$ cat src/rtl/systolic_array_param_pkg.sv
// rtl/systolic_array_param_pkg.sv - shared types and defaults for the systolic matrix multiplier
// Purpose: job FSM state encoding and default array geometry.
// Ports: none (package).
package systolic_array_param_pkg;

   typedef enum logic [1:0] {
      ST_IDLE  = 2'd0,
      ST_LOAD  = 2'd1,
      ST_DRAIN = 2'd2
   } state_e;

   localparam int DEF_N  = 4;
   localparam int DEF_DW = 8;

endpackage

$ cat src/rtl/systolic_array_param_if.sv
// rtl/systolic_array_param_if.sv - job control, operand load and result bundle
// Purpose: groups the job handshake, operand beats and the accumulator view.
// Ports (signals): start, acc_mode, in_valid, a_col[N*DW], b_row[N*DW] toward the array;
//                  in_ready, busy, done, c_out[N*N*ACCW] from the array.
interface systolic_array_param_if
   import systolic_array_param_pkg::*;
#(
   parameter int N    = DEF_N,
   parameter int DW   = DEF_DW,
   parameter int ACCW = 2*DW + $clog2(N) + 2
);
   logic                start;
   logic                acc_mode;
   logic                in_valid;
   logic                in_ready;
   logic [N*DW-1:0]     a_col;
   logic [N*DW-1:0]     b_row;
   logic                busy;
   logic                done;
   logic [N*N*ACCW-1:0] c_out;

   modport master (
      output start, acc_mode, in_valid, a_col, b_row,
      input  in_ready, busy, done, c_out
   );

   modport slave (
      input  start, acc_mode, in_valid, a_col, b_row,
      output in_ready, busy, done, c_out
   );
endinterface

$ cat src/rtl/pe_booth_mac.sv
// rtl/pe_booth_mac.sv - processing element: radix-4 Booth multiply and wrap-around accumulate
// Purpose: forwards a east and b south with one register each, adds a_in*b_in to acc every edge.
// Ports: clk, reset (sync, active-high), clr (zero accumulator), a_in/b_in (signed DW),
//        a_out/b_out (registered pass-through), acc (signed ACCW running sum).
module pe_booth_mac #(
   parameter int DW   = 8,
   parameter int ACCW = 20
) (
   input  logic                   clk,
   input  logic                   reset,
   input  logic                   clr,
   input  logic signed [DW-1:0]   a_in,
   input  logic signed [DW-1:0]   b_in,
   output logic signed [DW-1:0]   a_out,
   output logic signed [DW-1:0]   b_out,
   output logic signed [ACCW-1:0] acc
);

   // Recoded multiplier digits from overlapping bit triplets; partial products are
   // formed at full product width so the wrapped sum equals the exact product.
   function automatic logic signed [2*DW-1:0] booth_mul(input logic signed [DW-1:0] a,
                                                        input logic signed [DW-1:0] b);
      logic signed [2*DW-1:0] a_ext;
      logic signed [2*DW-1:0] pp;
      logic signed [2*DW-1:0] sum;
      logic [DW:0]            bx;
      logic [2:0]             trip;
      a_ext = {{DW{a[DW-1]}}, a};
      bx    = {b, 1'b0};
      sum   = '0;
      for (int g = 0; g < DW/2; g++) begin
         trip = bx[2*g +: 3];
         case (trip)
            3'b001, 3'b010: pp = a_ext;
            3'b011:         pp = a_ext <<< 1;
            3'b100:         pp = -(a_ext <<< 1);
            3'b101, 3'b110: pp = -a_ext;
            default:        pp = '0;
         endcase
         sum = sum + (pp <<< (2*g));
      end
      return sum;
   endfunction

   logic signed [DW-1:0]   a_q;
   logic signed [DW-1:0]   b_q;
   logic signed [ACCW-1:0] acc_q;
   logic signed [ACCW-1:0] acc_d;
   logic signed [2*DW-1:0] prod;

   always_comb begin
      prod  = booth_mul(a_in, b_in);
      acc_d = acc_q + {{(ACCW-2*DW){prod[2*DW-1]}}, prod};
   end

   always_ff @(posedge clk) begin
      if (reset) begin
         a_q   <= '0;
         b_q   <= '0;
         acc_q <= '0;
      end else begin
         a_q   <= a_in;
         b_q   <= b_in;
         acc_q <= clr ? '0 : acc_d;
      end
   end

   assign a_out = a_q;
   assign b_out = b_q;
   assign acc   = acc_q;

endmodule

$ cat src/rtl/systolic_array_param.sv
// rtl/systolic_array_param.sv - NxN output-stationary systolic multiplier, C = A x B
// Purpose: job FSM (IDLE/LOAD/DRAIN), beat and drain counters, operand skew, PE grid.
// Ports: clk, reset (sync, active-high), bus (slave): start/acc_mode job control,
//        in_valid/in_ready with a_col/b_row operand beats, busy/done status, c_out results.
module systolic_array_param
   import systolic_array_param_pkg::*;
#(
   parameter int N    = DEF_N,
   parameter int DW   = DEF_DW,
   parameter int ACCW = 2*DW + $clog2(N) + 2
) (
   input logic                   clk,
   input logic                   reset,
   systolic_array_param_if.slave bus
);

   localparam int BEAT_W = $clog2(N);
   localparam int DRN_W  = $clog2(2*N-1);

   state_e             state_q, state_d;
   logic [BEAT_W-1:0]  beat_q, beat_d;
   logic [DRN_W-1:0]   drn_q, drn_d;
   logic               done_q, done_d;
   logic               clr;
   logic               accept;

   always_ff @(posedge clk) begin
      if (reset) begin
         state_q <= ST_IDLE;
         beat_q  <= '0;
         drn_q   <= '0;
         done_q  <= 1'b0;
      end else begin
         state_q <= state_d;
         beat_q  <= beat_d;
         drn_q   <= drn_d;
         done_q  <= done_d;
      end
   end

   always_comb begin
      state_d = state_q;
      beat_d  = beat_q;
      drn_d   = drn_q;
      done_d  = 1'b0;
      clr     = 1'b0;
      accept  = (state_q == ST_LOAD) && bus.in_valid;
      case (state_q)
         ST_IDLE: begin
            if (bus.start) begin
               state_d = ST_LOAD;
               beat_d  = '0;
               clr     = !bus.acc_mode;
            end
         end
         ST_LOAD: begin
            if (accept) begin
               if (beat_q == BEAT_W'(N-1)) begin
                  state_d = ST_DRAIN;
                  drn_d   = '0;
               end else begin
                  beat_d = beat_q + BEAT_W'(1);
               end
            end
         end
         ST_DRAIN: begin
            // Last beat reaches PE(N-1,N-1) 2N-2 edges after acceptance; done follows one edge later.
            if (drn_q == DRN_W'(2*N-2)) begin
               state_d = ST_IDLE;
               done_d  = 1'b1;
            end else begin
               drn_d = drn_q + DRN_W'(1);
            end
         end
         default: state_d = ST_IDLE;
      endcase
   end

   assign bus.in_ready = (state_q == ST_LOAD);
   assign bus.busy     = (state_q == ST_LOAD) || (state_q == ST_DRAIN);
   assign bus.done     = done_q;

   logic signed [DW-1:0]   a_h   [N][N+1];
   logic signed [DW-1:0]   b_v   [N+1][N];
   logic signed [ACCW-1:0] acc_w [N][N];
   logic [N*N*ACCW-1:0]    c_flat;

   // Lane l is delayed l registers so A[i][k] and B[k][j] meet at PE(i,j) on the same edge.
   // Non-accepted cycles feed zeros, which add nothing downstream.
   for (genvar l = 0; l < N; l++) begin : g_skew
      logic signed [DW-1:0] a_lane;
      logic signed [DW-1:0] b_lane;
      assign a_lane = accept ? bus.a_col[l*DW +: DW] : '0;
      assign b_lane = accept ? bus.b_row[l*DW +: DW] : '0;
      if (l == 0) begin : g_d0
         assign a_h[l][0] = a_lane;
         assign b_v[0][l] = b_lane;
      end else begin : g_dn
         logic signed [DW-1:0] a_sr_q [l];
         logic signed [DW-1:0] b_sr_q [l];
         always_ff @(posedge clk) begin
            if (reset) begin
               for (int s = 0; s < l; s++) begin
                  a_sr_q[s] <= '0;
                  b_sr_q[s] <= '0;
               end
            end else begin
               a_sr_q[0] <= a_lane;
               b_sr_q[0] <= b_lane;
               for (int s = 1; s < l; s++) begin
                  a_sr_q[s] <= a_sr_q[s-1];
                  b_sr_q[s] <= b_sr_q[s-1];
               end
            end
         end
         assign a_h[l][0] = a_sr_q[l-1];
         assign b_v[0][l] = b_sr_q[l-1];
      end
   end

   for (genvar i = 0; i < N; i++) begin : g_row
      for (genvar j = 0; j < N; j++) begin : g_col
         pe_booth_mac #(.DW(DW), .ACCW(ACCW)) u_pe (
            .clk   (clk),
            .reset (reset),
            .clr   (clr),
            .a_in  (a_h[i][j]),
            .b_in  (b_v[i][j]),
            .a_out (a_h[i][j+1]),
            .b_out (b_v[i+1][j]),
            .acc   (acc_w[i][j])
         );
         assign c_flat[(i*N+j)*ACCW +: ACCW] = acc_w[i][j];
      end
   end

   assign bus.c_out = c_flat;

endmodule
$ cat src/flat_wrapper.sv
// flat-port wrapper written by rule: the top's interface ports become plain ports
module systolic_array_param_flat import systolic_array_param_pkg::*;
#(
   parameter int N    = DEF_N,
   parameter int DW   = DEF_DW,
   parameter int ACCW = 2*DW + $clog2(N) + 2
)
  (clk, reset, bus_start, bus_acc_mode, bus_in_valid, bus_a_col, bus_b_row, bus_in_ready, bus_busy, bus_done, bus_c_out);
  systolic_array_param_if #(.N(N), .DW(DW), .ACCW(ACCW)) bus_i ();
  input logic clk;
  input logic reset;
  input wire logic [$bits(bus_i.start)-1:0] bus_start;
  input wire logic [$bits(bus_i.acc_mode)-1:0] bus_acc_mode;
  input wire logic [$bits(bus_i.in_valid)-1:0] bus_in_valid;
  input wire logic [$bits(bus_i.a_col)-1:0] bus_a_col;
  input wire logic [$bits(bus_i.b_row)-1:0] bus_b_row;
  output wire logic [$bits(bus_i.in_ready)-1:0] bus_in_ready;
  output wire logic [$bits(bus_i.busy)-1:0] bus_busy;
  output wire logic [$bits(bus_i.done)-1:0] bus_done;
  output wire logic [$bits(bus_i.c_out)-1:0] bus_c_out;
  assign bus_i.start = bus_start;
  assign bus_i.acc_mode = bus_acc_mode;
  assign bus_i.in_valid = bus_in_valid;
  assign bus_i.a_col = bus_a_col;
  assign bus_i.b_row = bus_b_row;
  assign bus_in_ready = bus_i.in_ready;
  assign bus_busy = bus_i.busy;
  assign bus_done = bus_i.done;
  assign bus_c_out = bus_i.c_out;
  systolic_array_param #(.N(N), .DW(DW), .ACCW(ACCW)) u_core (.clk(clk), .reset(reset), .bus(bus_i));
endmodule
$ cat config.mk
export PLATFORM = sky130hd
export DESIGN_NAME = systolic_array_param_flat
export DESIGN_NICKNAME = d
export VERILOG_FILES = /design/src/rtl/systolic_array_param_pkg.sv /design/src/rtl/systolic_array_param_if.sv /design/src/rtl/pe_booth_mac.sv /design/src/rtl/systolic_array_param.sv /design/src/flat_wrapper.sv
export SDC_FILE = /design/constraint.sdc
export NUM_CORES = 2
export LEC_CHECK = 0
export CORE_MARGIN = 10
export CORE_UTILIZATION = 45
export CTS_CLUSTER_SIZE = 24
export DETAILED_ROUTE_END_ITERATION = 16
export PLACE_DENSITY = 0.65
export SLEW_MARGIN = 20
export SYNTH_ARGS = -nofsm -noshare
export SYNTH_HDL_FRONTEND = slang
export SYNTH_SLANG_ARGS = --single-unit
export TNS_END_PERCENT = 5
$ cat constraint.sdc
create_clock -name clk -period 8.3 [get_ports clk]
set_input_delay 2.49 -clock clk [delete_from_list [all_inputs] [get_ports clk]]
set_output_delay 2.49 -clock clk [all_outputs]
set_load 0.02 [all_outputs]
Word level (Yosys, flattened, before mapping):

Memory sizes are Yosys's and may differ from the RTL's.
Index checks and enable logic that the tools add are counted.

* output and inout port bits: 323
* ROM bits: 0
* memories kept: 6
* RAM bits: 96
* flip-flop bits (word level): 520
* latch bits: 0
* input bits: 69
* logic and storage cells: 719

Memories
* u_core.g_skew[3].g_dn.a_sr_q: depth 3, width 8, rd ports 3, clocked after Yosys merged registers in 0, write ports 3, line systolic_array_param.sv:99 `logic signed [DW-1:0] a_sr_q [l];`
* u_core.g_skew[3].g_dn.b_sr_q: depth 3, width 8, rd ports 3, clocked after Yosys merged registers in 0, write ports 3, line systolic_array_param.sv:100 `logic signed [DW-1:0] b_sr_q [l];`
* u_core.g_skew[2].g_dn.a_sr_q: depth 2, width 8, rd ports 2, clocked after Yosys merged registers in 0, write ports 2, line systolic_array_param.sv:99
* u_core.g_skew[2].g_dn.b_sr_q: depth 2, width 8, rd ports 2, clocked after Yosys merged registers in 0, write ports 2, line systolic_array_param.sv:100
* u_core.g_skew[1].g_dn.a_sr_q: depth 1, width 8, rd ports 1, clocked after Yosys merged registers in 0, write ports 1, line systolic_array_param.sv:99
* u_core.g_skew[1].g_dn.b_sr_q: depth 1, width 8, rd ports 1, clocked after Yosys merged registers in 0, write ports 1, line systolic_array_param.sv:100

* divide/modulo/power cells: 0
* bitwise gates (word level): 11
* equal/unequal tests: 346
* order comparisons: 0
* reduce and logical (&&, ||, !) cells: 109
* $mul: 0
* $add $sub $neg: 98
* shifts and indexed selects: 0
* muxes and demuxes: 105

Operators with widths (count)
* $pmux W14 S4: 16
* $add A16 B16 Y16: 48
* $pmux W12 S4: 16
* $pmux W16 S3: 16
* $pmux W10 S4: 16
* $eq A3 B3 Y1 const B: 145
* $add A20 B20 Y20: 16
* $eq A3 B2 Y1 const B: 96
* $neg A8 Y16: 16
* $neg A9 Y16: 16
* $reduce_or A2 Y1: 98
* $mux W8: 20
* $eq A3 B1 Y1 const B: 48
* $eq A2 B2 Y1 const B: 34
* $eq A2 B1 Y1 const B: 17
* $reduce_or A8 Y1: 2
* $mux W2: 7
* $reduce_and A4 Y1: 3
* $or A1 B1 Y1: 10
* $mux W3: 3
* $mux W1: 8
* $ne A2 B1 Y1 const B: 3
* $ne A2 B2 Y1 const B: 3
* $pmux W2 S3: 1
* other kinds (10): 11

Longest topological paths before layout:

* word-level depth: 10
* mapped depth: 36
* depth with buffers taken out: 34

Hierarchy:

A second synthesis with hierarchy kept.

* cell total of the unflattened synthesis: 10342
* area, all modules: 78726.8 um^2

By module, submodules not included
* pe_booth_mac at u_core.g_row[0].g_col[0].u_pe ...: seq. area each 720.7 um^2, times used 6, cells an instance 619, area an instance 4720.8 um^2
* pe_booth_mac at u_core.g_row[3].g_col[0].u_pe ...: seq. area each 720.7 um^2, times used 3, cells an instance 642, area an instance 4727.0 um^2
* pe_booth_mac at u_core.g_row[1].g_col[2].u_pe ...: seq. area each 720.7 um^2, times used 2, cells an instance 633, area an instance 4757.1 um^2
* pe_booth_mac at u_core.g_row[2].g_col[1].u_pe ...: seq. area each 720.7 um^2, times used 2, cells an instance 628, area an instance 4677.0 um^2
* pe_booth_mac at u_core.g_row[2].g_col[3].u_pe: seq. area each 720.7 um^2, times used 1, cells an instance 644, area an instance 4770.8 um^2
* pe_booth_mac at u_core.g_row[2].g_col[0].u_pe: seq. area each 720.7 um^2, times used 1, cells an instance 633, area an instance 4715.8 um^2
* pe_booth_mac at u_core.g_row[3].g_col[3].u_pe: seq. area each 720.7 um^2, times used 1, cells an instance 618, area an instance 4639.4 um^2
* systolic_array_param: seq. area each 2082.0 um^2, times used 1, cells an instance 285, area an instance 3226.8 um^2

Worst setup path after synthesis:

No wires, ideal clock.

* kind: input port to flip-flop
* from: input bus_in_valid
* to: register u_core.g_row[0].g_col[0].u_pe.acc_q[19]
* arrival: 8774 ps
* path buffers: 2
* slack: -602 ps
* stages on the path: 33
* path through: and2_1 -> clkbuf_1 -> clkbuf_1 -> nand2_1 -> ha_1 -> inv_1 -> or3_1 -> a32oi_1 -> mux2i_1 -> nor2_1 -> a21oi_1 -> nor2_1 -> fa_1 -> ha_1 -> ha_1 -> fa_1 -> a21o_1 -> a21oi_1 -> o21bai_1 -> a21oi_1 -> o21bai_1 -> a21oi_1 -> o21ai_0 -> a21oi_1 -> xnor2_1 -> ha_1 -> a21o_1 -> or4_1 -> a31o_2 -> o211ai_1 -> o21ai_0 -> xnor2_1 -> nor2_1

* word-level cells in the longest chain between the ends: 9
* elaborated cells between the ends (all ways): 40
* classes of those cells: 6 x add/sub; 21 x eq/ne; 6 x mux; 7 x reduce/logical

RTL lines
* from (decl): line flat_wrapper.sv:14 `input wire logic [$bits(bus_i.in_valid)-1:0] bus_in_valid;`
* $logic_and A1 B1 Y1 (*): line systolic_array_param.sv:47 `accept = (state_q == ST_LOAD) && bus.in_valid;`
* branches (longest 6 deep; another with $neg A9 Y16)
* $add A16 B16 Y16 (*): line pe_booth_mac.sv:40 `sum = sum + (pp <<< (2*g));`
* $add A20 B20 Y20 (*): line pe_booth_mac.sv:53 `acc_d = acc_q + {{(ACCW-2*DW){prod[2*DW-1]}}, prod};`
* to (signal assigned): line pe_booth_mac.sv:64 `acc_q <= clr ? '0 : acc_d;`
* to (decl): line pe_booth_mac.sv:47 `logic signed [ACCW-1:0] acc_q;`

Every way passes the cells marked *.
A chain may end at the register's enable or synchronous reset.

Worst setup path in the final report:

* from: input bus_in_valid
* to: register u_core.g_row[0].g_col[0].u_pe.acc_q[17]

Same word-level chain as after synthesis.

==> impl_metrics.toml <==
[outcome]
status = "finished, final reports clean"

[die]
pin_count = 392
fp.dieH_um = 418
dieArea_mm2 = 0.175
initial_core_util_pct = 45.4
rows = 145
die_w_um = 418
core_area_mm2 = 0.157

[yosys]
ys.flop_type = "dfxtp_1"
synth_cells = 9555
synth-simple-area-share_pct = 19.9
synth_edf_count = 0
synth_xor_area_share_pct = 8.62
synth_top_family_by_area = "compound AO/OA/AOI/OAI gates"
ys_ff_latch = 616
synth_nets = 10600
synthMuxAreaShare_pct = 1.69
syn-cell-area_mm2 = 0.0712
synthAdderAreaFrac_pct = 20.5
postSynthAreaPerCell_um2 = 7.45
ys_seq_area_share_pct = 17.3
ys_types = 87
synth-compound-area-share_pct = 24.2
ys_warn_count = 0
ys_async_sr_fraction_pct = 0

[place]
dp_hpwl_um = 177000
gp_congestion = 0.953
dp_slack_ns = -0.422
port_buffers = 391
dp_cells = 11600

[drt]
drcViolationCount = 0
wirelength_um = 229000
drt_iter0_markers = 5758
dr.pass1.iters = 8
via_per_inst = 5.86
vias = 69100
ant_nets = 0
wire_per_inst_um = 19.4

[timing]
setup_viol = 0
drv_slew = 0
tightest_slew_ns = 1.07
hold_viol = 0
rsz0062_at_grt = "false"
fin_skew_ns = 0.0310
setup_ws_ns = 0.367
post-route-period-util_pct = 95.6
max_freq_mhz = 126
slew_headroom_pct = 28.6
fin_crit_ns = 7.93

[job]
maxCapViolations = 0

[min_path]
hold_class = "register to register"

[power]
switchingPower_uw = 3150
p_comb_share_pct = 25.7
swShare_pct = 34.0
p_seq_share_pct = 35.1
clkPwrFrac_pct = 39.2
vdd_drop_max_mv = 0.157
cellInternalPower_uw = 6120
leakage_uw = 0.0352
power.density_mw_per_mm2 = 116
power_uw = 9270

[layout]
seq_area_mm2 = 0.0123
final_util_pct = 51.1
multi_input_area_mm2 = 0.0535
final_nets = 10700
fill_cells = 15300
syn_to_final_growth_pct = 12.4
layoutNonFillerInstCount = 11800
layout-drive-gt1-share_pct = 4.30

[critical_path]
path_class = "input port to register"
crit_path_top_delay_cell = "fa_1"
arrival_ns = 8.49
cp-end-kind = "register"
cp_slowest_stage_delay_ns = 0.46
cp.required_ns = 8.86
worstPathMaxFanout = 5
cp-start-kind = "input port"

[clock_tree]
path_clk_slew_ns = 0.06
cts.path.max_buffers = 3
cts_tree = "yes"
clkLatencyLatePin_ns = 0.71
cts_root_buf = "clkbuf_16"
cts_sinks = 616
ctsHoldBuffers = 0
htreeDepth = 3
cts_buffers = 82

[global_route]
grt_pass1_vias = 67000
grt_usage_pct = 25.2
grt_pass1_wl_um = 365000
grt_max_degree = 131
grt_overflow_total = 0
antenna_found_initial = 7
-- cell families (layout without fill, tap and decap cells) --
group	after synthesis	count (layout)
flip-flops	616	616
buffers and inverters	1472	1655
adder cells (fa/ha/maj)	953	953
other	0	2
XOR/XNOR	659	659
AND/OR/NAND/NOR	3056	3056
AO/OA/AOI/OAI	2687	2687
multiplexers	112	112
-- flip-flops by register name, summed over array words and instances (netlist names) --
signal / count
u_core.g_row.g_col.u_pe.acc: 320
u_core.g_row.g_col.u_pe.a_out: 96
u_core.g_row.g_col.u_pe.b_out: 96
u_core.g_skew.g_dn.a_sr_q: 48
u_core.g_skew.g_dn.b_sr_q: 48
u_core.drn_q: 3
u_core.beat_q: 2
u_core.state_q: 2
u_core.bus.done: 1
-- path summary, 6_finish.rpt --
path | from | to | slack, ns | cells past startpoint
worst max-delay path | bus_in_valid | u_core.g_row[0].g_col[0].u_pe.acc[17]$_SDFF_PP0_ | 0.37 | 32
worst min-delay path | u_core.g_skew[3].g_dn.b_sr_q[0][11]$_SDFF_PP0_ | u_core.g_skew[3].g_dn.b_sr_q[0][19]$_SDFF_PP0_ | 0.43 | 1
worst max register to register | u_core.g_skew[3].g_dn.a_sr_q[0][16]$_SDFF_PP0_ | u_core.g_row[3].g_col[0].u_pe.acc[19]$_SDFF_PP0_ | 0.87 | 28
worst min register to register | u_core.g_skew[3].g_dn.b_sr_q[0][11]$_SDFF_PP0_ | u_core.g_skew[3].g_dn.b_sr_q[0][19]$_SDFF_PP0_ | 0.43 | 1
-- cells in the mapped netlist (all sizes together) (163+ instances only) --
cell type     n  share of area, %
ha          601                11
and2        200               1.8
a22oi       163               1.7
inv         892               4.7
nor3        268               1.9
fa          352               9.9
clkbuf      487               2.6
xnor2       369               4.5
a21oi       735               5.2
dfxtp       616                17
nand2       767               4.0
nor2b       284               2.5
nor2       1088               5.7
o21ai       648               4.6
a221oi      185               2.3
xor2        264               3.2
-- final cells by class --
class,count,area share [%]
well taps,2058,3.22
clock inverters,34,0.503
inverters,914,4.29
flip-flops and latches,616,15.4
diodes,2,0.00625
multi-input cells,7467,66.8
clock buffers,116,2.92
repair buffers,591,6.84
-- per-layer routing --
| metal | global-route usage (%) | vias to the layer above | wire length, um |
|---|---|---|---|
| met5 | 0 | - | 12 |
| met4 | 13.3 | 2 | 12900 |
| met3 | 2.78 | 540 | 12800 |
| met2 | 43.5 | 2490 | 110000 |
| met1 | 30.8 | 32700 | 93400 |
| li1 | - | 33400 | - |
-- worst max-delay path, delay by kind of cell --
kind | cells | cell delay, ns
compound gates | 13 | 1.84
fa+ha+maj | 6 | 1.70
simple gates | 7 | 1.38
buf+inv | 3 | 0.63
xor+xnor | 2 | 0.32
mux | 1 | 0.10
-- placed cells by master (no fill, tap or decap), drive strengths merged, types with 49 or more instances in the layout --
cell type / n
nand2: 767
a31oi: 89
nand2b: 120
a21oi: 735
o21a: 59
or3: 49
nand3: 102
a21o: 145
nor2b: 284
xor2: 264
a21boi: 56
o211ai: 62
and2: 200
a211oi: 80
buf: 201
clkbuf: 116
o22ai: 51
nor2: 1088
a221oi: 185
inv: 900
dfxtp: 616
nor3: 268
clkdlybuf4s50: 389
ha: 601
o21ai: 648
xnor2: 369
fa: 352
a22oi: 163
mux2i: 92
-- what timing repair did --
item | in CTS | in global routing
gates resized for setup | 0 | 6
setup endpoints to repair | 0 | 1
endpoints found under the hold margin | 0 | 0
buffers inserted | 0 | 1
-- stage by stage --
stage | hold slack [ns] | instance area (um^2) | TNS (ns)
final | 0.433 | 80000 | 0
after detailed placement | 0.425 | 77300 | -1.05
after global routing | 0.460 | 80000 | 0
after global placement | 0.418 | 77300 | -0.699
after CTS | 0.438 | 80000 | 0
after floorplan | 0.414 | 71300 | 0
-- power groups by stage --
stage,logic (uW),registers (uW),clock network (uW)
finish,2390,3250,3630
global route,2620,3260,3870
CTS,2380,3250,3740
detailed placement,2360,3310,0
global placement,2330,3310,0
floorplan,1540,3270,0
Power figures use the tool's default switching activity.
